File: src/rtl/ysyx_22041207_idex_buf.sv
// ID->EX issue buffer: 2-entry skid buffer between decode and the ALU.
// The head entry drives out_*; a second (skid) entry absorbs one bundle when
// the ALU stalls. Both entries refresh rs1/rs2 from EX/WB results every cycle.
module ysyx_22041207_idex_buf #(
  parameter int XLEN = 64,
  parameter int OPW  = 5
) (
  input  logic            clk,
  input  logic            rst_n,
  input  logic            flush,
  input  logic            in_valid,
  output logic            in_ready,
  input  logic [XLEN-1:0] in_pc,
  input  logic [4:0]      in_rs1_idx,
  input  logic [4:0]      in_rs2_idx,
  input  logic [XLEN-1:0] in_rs1,
  input  logic [XLEN-1:0] in_rs2,
  input  logic [XLEN-1:0] in_csr,
  input  logic [XLEN-1:0] in_imm,
  input  logic [OPW-1:0]  in_operate,
  input  logic [1:0]      in_sel_a,
  input  logic [1:0]      in_sel_b,
  input  logic            in_rs1to32,
  input  logic [4:0]      in_rd,
  input  logic            in_rd_wen,
  input  logic            fwd_ex_valid,
  input  logic [4:0]      fwd_ex_rd,
  input  logic [XLEN-1:0] fwd_ex_data,
  input  logic            fwd_wb_valid,
  input  logic [4:0]      fwd_wb_rd,
  input  logic [XLEN-1:0] fwd_wb_data,
  output logic            out_valid,
  input  logic            out_ready,
  output logic [XLEN-1:0] out_pc,
  output logic [XLEN-1:0] out_rs1,
  output logic [XLEN-1:0] out_rs2,
  output logic [XLEN-1:0] out_csr,
  output logic [XLEN-1:0] out_imm,
  output logic [OPW-1:0]  out_operate,
  output logic [1:0]      out_sel_a,
  output logic [1:0]      out_sel_b,
  output logic            out_rs1to32,
  output logic [4:0]      out_rd,
  output logic            out_rd_wen
);

  typedef struct packed {
    logic [XLEN-1:0] pc;
    logic [4:0]      rs1_idx;
    logic [4:0]      rs2_idx;
    logic [XLEN-1:0] rs1;
    logic [XLEN-1:0] rs2;
    logic [XLEN-1:0] csr;
    logic [XLEN-1:0] imm;
    logic [OPW-1:0]  operate;
    logic [1:0]      sel_a;
    logic [1:0]      sel_b;
    logic            rs1to32;
    logic [4:0]      rd;
    logic            rd_wen;
  } bundle_t;

  typedef enum logic [1:0] {EMPTY, ONE, TWO} occ_e;

  occ_e    state, state_n;
  bundle_t head, head_n, skid, skid_n, cap;
  logic    accept, issue;

  // Pick the freshest value for one operand; x0 is hardwired and never bypassed.
  function automatic logic [XLEN-1:0] fwd(input logic [4:0] idx, input logic [XLEN-1:0] v);
    if (idx == 5'd0)                          return v;
    if (fwd_ex_valid && fwd_ex_rd == idx)     return fwd_ex_data;
    if (fwd_wb_valid && fwd_wb_rd == idx)     return fwd_wb_data;
    return v;
  endfunction

  function automatic bundle_t fwd_b(input bundle_t b);
    bundle_t r;
    r     = b;
    r.rs1 = fwd(b.rs1_idx, b.rs1);
    r.rs2 = fwd(b.rs2_idx, b.rs2);
    return r;
  endfunction

  assign cap = '{pc: in_pc, rs1_idx: in_rs1_idx, rs2_idx: in_rs2_idx, rs1: in_rs1,
                 rs2: in_rs2, csr: in_csr, imm: in_imm, operate: in_operate,
                 sel_a: in_sel_a, sel_b: in_sel_b, rs1to32: in_rs1to32,
                 rd: in_rd, rd_wen: in_rd_wen};

  assign in_ready  = (state != TWO);
  assign out_valid = (state != EMPTY);
  assign accept    = in_valid & in_ready;
  assign issue     = out_valid & out_ready;

  // Occupancy transitions and entry movement; held entries refresh forwarded operands.
  always_comb begin
    state_n = state;
    head_n  = fwd_b(head);
    skid_n  = fwd_b(skid);
    case (state)
      EMPTY: if (accept) begin
        head_n  = fwd_b(cap);
        state_n = ONE;
      end
      ONE: begin
        if (accept && issue) head_n = fwd_b(cap);
        else if (accept) begin
          skid_n  = fwd_b(cap);
          state_n = TWO;
        end else if (issue) state_n = EMPTY;
      end
      TWO: if (issue) begin
        head_n  = fwd_b(skid);
        state_n = ONE;
      end
      default: state_n = EMPTY;
    endcase
    // Redirect wins: nothing in flight or arriving survives.
    if (flush) begin
      state_n = EMPTY;
      head_n  = head;
      skid_n  = skid;
    end
  end

  // State and entry registers; reset wipes everything asynchronously.
  always_ff @(posedge clk or negedge rst_n) begin
    if (!rst_n) begin
      state <= EMPTY;
      head  <= '0;
      skid  <= '0;
    end else begin
      state <= state_n;
      head  <= head_n;
      skid  <= skid_n;
    end
  end

  assign out_pc      = head.pc;
  assign out_rs1     = head.rs1;
  assign out_rs2     = head.rs2;
  assign out_csr     = head.csr;
  assign out_imm     = head.imm;
  assign out_operate = head.operate;
  assign out_sel_a   = head.sel_a;
  assign out_sel_b   = head.sel_b;
  assign out_rs1to32 = head.rs1to32;
  assign out_rd      = head.rd;
  assign out_rd_wen  = head.rd_wen;

endmodule

File: config.mk
export PLATFORM = sky130hd
export DESIGN_NAME = ysyx_22041207_idex_buf
export DESIGN_NICKNAME = d
export VERILOG_FILES = /design/src/rtl/ysyx_22041207_idex_buf.sv
export SDC_FILE = /design/constraint.sdc
export NUM_CORES = 2
export LEC_CHECK = 0
export CAP_MARGIN = 25
export CORE_AREA = 3 3 325 327
export DETAILED_ROUTE_END_ITERATION = 7
export DIE_AREA = 0 0 328 330
export PLACE_DENSITY = 0.66
export SETUP_SLACK_MARGIN = 0.4
export SLEW_MARGIN = 20
export SYNTH_ARGS = -nofsm -noshare
export SYNTH_HDL_FRONTEND = slang
export SYNTH_SLANG_ARGS = --single-unit
File: constraint.sdc
create_clock -name clk -period 2.2 [get_ports clk]
set_input_delay 0.44 -clock clk [delete_from_list [all_inputs] [get_ports clk]]
set_output_delay 0.44 -clock clk [all_outputs]
set_load 0.1 [all_outputs]
==> reports/metrics.json <==
{
  "outcome": "complete, but fails checks",
  "violated_checks": "negative setup slack",
  "antenna_left": 0,
  "critical_path_cell_count": 14,
  "global_route.usage.total": 0.338,
  "cts.clk_slew.worst_paths_ns": 0.06,
  "number_of_h_tree_levels": 3,
  "finalWorstPathRequiredPeriod_ns": 2.48,
  "worst-setup-path-type": "in -> reg",
  "synth.yosys.seq_area_share": 0.430,
  "family_with_the_most_delay_on_the_worst_path": "buffers and inverters",
  "cp-start-kind": "input port",
  "multiInputGateArea_um2": 21300,
  "synth_edf_count": 0,
  "portBuffers": 828,
  "drt_first_pass_iters": 7,
  "crit_path_buf_inv_count": 7,
  "max-slew-margin-rel": 0.545,
  "filler_cell_count": 8723,
  "crit_slowest_cell": "nor4_4",
  "num-nets-final": 5913,
  "holdPathStages": 2,
  "finalHoldViolations": 0,
  "die_w_um": 328,
  "drt-total-wl_um": 207000,
  "placed_area_um2": 51400,
  "yosys.cell_count.top_type": "nand2_1",
  "cp-end-kind": "register",
  "buffer_levels_on_the_longest_clock_path": 3,
  "post_route_cells_drive_above_1_share": 0.306,
  "timing.final.crit_share": 1.13,
  "globalplace.congestion": 0.955,
  "syn-cell-area_um2": 40400,
  "drt_iter0_drc": 5998,
  "place.detailed.hpwl_um": 132000,
  "critical_path.max_stage_delay_ns": 0.41,
  "data_required_time_at_the_worst_endpoint_ns": 2.76,
  "maximum_number_of_pins_on_one_net_before_global_route_repair": 115,
  "vias_per_cell": 6.32,
  "max_cap_viol_count": 0,
  "placement.setup.worst_slack_ns": -1.47,
  "layoutNonFillerInstCount": 6887,
  "clock_skew_ns": 0.0214,
  "global_route_wire_length_before_repair_um": 276000,
  "setup_total_negative_slack_ns": -37.92,
  "synthTopCellsByCount": "nand2_1 (1,056), dfrtp_1 (694), clkbuf_1 (404)",
  "critical_path.most_common_cell": "buf_6",
  "critPathArrivalTime_ns": 3.04,
  "vias": 43500,
  "setup-violations-final": 256,
  "post_synth_main_area_contributors": "dfrtp_1 (43%), nand2_1 (9.8%), a22oi_1 (7.3%), buf_4 (6.2%), o21ai_0 (4.5%)",
  "ff_latch_area_um2": 17400,
  "cts_tree": "built",
  "core.rowCount": 118,
  "die-height_um": 330,
  "unrepaired_setup_endpoints_after_global_routing": "yes",
  "use_met2": 0.515,
  "worst_skew_pair.late_latency_ns": 0.68,
  "ioPinCount": 829,
  "synth_flop_cell": "dfrtp_1",
  "p_leak_nw": 25.4,
  "maxSlewViolCount": 0,
  "clk_tree_root_cell": "clkbuf_16",
  "path_cells": "buf_6, buf_6, xor2_4, nor4_4, buf_4, buf_6, o2111ai_4, buf_6, buf_16, buf_6, or3_4, o221ai_4, nor2_1, o32a_1",
  "starting_density_of_the_core": 0.391,
  "ir_worst_vdd_v": 0.00100,
  "reg2reg_depth": 11,
  "synth_area_per_cell_um2": 8.62,
  "post-route-cell-area_um2": 59400,
  "crit_fanout": 3,
  "netlist_instances": 4682,
  "report.power.total_mw": 56.4,
  "clock.fmax_ghz": 0.404,
  "worst_hold_path_type": "in -> reg",
  "fin_ws_ns": -0.276,
  "grtUsageMet1": 0.422,
  "timing_worst_slew_pin_value_ns": 0.681,
  "global_route.overflow_total": 0,
  "grt_antenna_before_repair": 54,
  "synth_fp_nets": 5173,
  "wl_per_cell_um": 30.0,
  "synth_async_sr_flop_share": 1.00,
  "area_growth_syn_to_layout_pct": 47.2,
  "synth.top_cell.area_share": 0.430,
  "power_density_nw_per_um2": 950,
  "synth_area_leader_cell": "dfrtp_1",
  "grt.busiest_layer": "met2",
  "vias_in_the_first_global_route": 40400,
  "clock_sinks": 694,
  "post-route-drc-count": 0,
  "yosys.cell_types.count": 67,
  "cts-buffers-inserted": 81,
  "synthesis.yosys.warnings": 0,
  "placeableCoreArea_um2": 103000,
  "yosys_register_bits": 694,
  "place.detailed.instances": 6554,
  "gr-usage-met3": 0.110,
  "die_area_um2": 108000
}
[report_power, final]
part	total (mW)	internal (mW)	switching [mW]
Sequential	19.0	16.1	2.86
Combinational	22.8	7.49	15.3
Clock	14.7	8.58	6.07
[final timing paths]
check / startpoint / endpoint / slack (ns)
min: flush / out_pc[45] / 0.13
max reg2reg: skid[277] / skid[271] / -0.26
max in group asynchronous: rst_n / state[0] / 1.00
min reg2reg: skid[7] / skid[7] / 0.47
min in group asynchronous: rst_n / out_rs2[19] / 0.24
max: in_rs2_idx[2] / out_rs2[8] / -0.28
[timing repair]
item | CTS | global route
cloned | 16 | 60
pin swaps | 129 | 216
hold endpoints to repair | 133 | 0
gates resized for setup | 245 | 498
buffers inserted | 36 | 52
hold buffers | 1 | 0
setup endpoints to repair | 977 | 1000
[through the flow]
stage | hold slack [ns] | utilization
final | 0.134 | 0.576
after global routing | 0.127 | 0.575
after CTS | 0.115 | 0.541
after detailed placement | 0.322 | 0.498
after global placement | 0.323 | 0.498
after floorplan | 0.144 | -
[flip-flops by register name, summed over array words and instances, names as in the netlist]
signal / cells
state: 2
out_rd: 5
out_rs1to32: 1
out_imm: 64
out_sel_b: 2
out_csr: 64
out_sel_a: 2
out_rs1: 64
out_pc: 64
out_rs2: 64
head: 10
skid: 346
out_operate: 5
out_rd_wen: 1
[layout by cell type, fill, tap and decap left out, types with 17 or more instances in the layout]
| cell | instances |
|---|---|
| a211oi_1 | 20 |
| a211oi_2 | 20 |
| a21oi_1 | 116 |
| a21oi_2 | 49 |
| a221o_1 | 72 |
| a221oi_2 | 20 |
| a222oi_1 | 27 |
| a22o_1 | 42 |
| a22oi_1 | 343 |
| a22oi_2 | 49 |
| a2bb2oi_1 | 76 |
| a2bb2oi_2 | 31 |
| a32oi_1 | 34 |
| buf_12 | 146 |
| buf_16 | 28 |
| buf_4 | 714 |
| buf_6 | 57 |
| clkbuf_1 | 19 |
| clkbuf_16 | 125 |
| clkdlybuf4s50_1 | 467 |
| dfrtp_1 | 687 |
| diode_2 | 20 |
| inv_1 | 51 |
| mux2i_1 | 73 |
| nand2_1 | 952 |
| nand2_2 | 29 |
| nand2_4 | 72 |
| nand3_1 | 69 |
| nor2_1 | 92 |
| o211ai_1 | 47 |
| o21ai_0 | 211 |
| o21ai_1 | 115 |
| o21ai_2 | 37 |
| o221ai_2 | 67 |
| o22a_1 | 62 |
| o22ai_1 | 82 |
| o22ai_2 | 19 |
| o32a_1 | 21 |
| xnor2_1 | 22 |
| xor2_1 | 17 |
[area by class of cell]
type	count	share of cell area
clock buffer	114	0.0390
clock inverter	34	0.00891
tap	1380	0.0291
antenna	20	0.000843
multi-input combinational	3100	0.359
sequential	694	0.293
timing repair buffer	1492	0.267
inverter	53	0.00343
[cells by family after synthesis]
family / count (synthesis) / share of synthesized area
buffers and inverters: 889 / 0.116
DFF: 694 / 0.430
AOI/OAI and AO/OA: 1620 / 0.287
and+or+nand+nor: 1345 / 0.136
muxes: 73 / 0.0181
xor gates and xnor gates: 61 / 0.0132
[routing by layer]
metal	wire, um	up-vias
met5	363	-
met4	14900	50
met3	26300	843
met2	91000	3223
met1	74000	21300
li1	-	18100
[worst reg2reg max path, stage by stage (launching register included)]
cell,delay [ns]
dfrtp_2,0.45
xor2_2,0.17
nor4_4,0.40
buf_12,0.16
and3_4,0.23
buf_6,0.14
o31ai_4,0.08
buf_12,0.18
buf_12,0.15
buf_12,0.15
a21oi_2,0.15
o21ai_1,0.09
(Power assumes the default switching activity.)
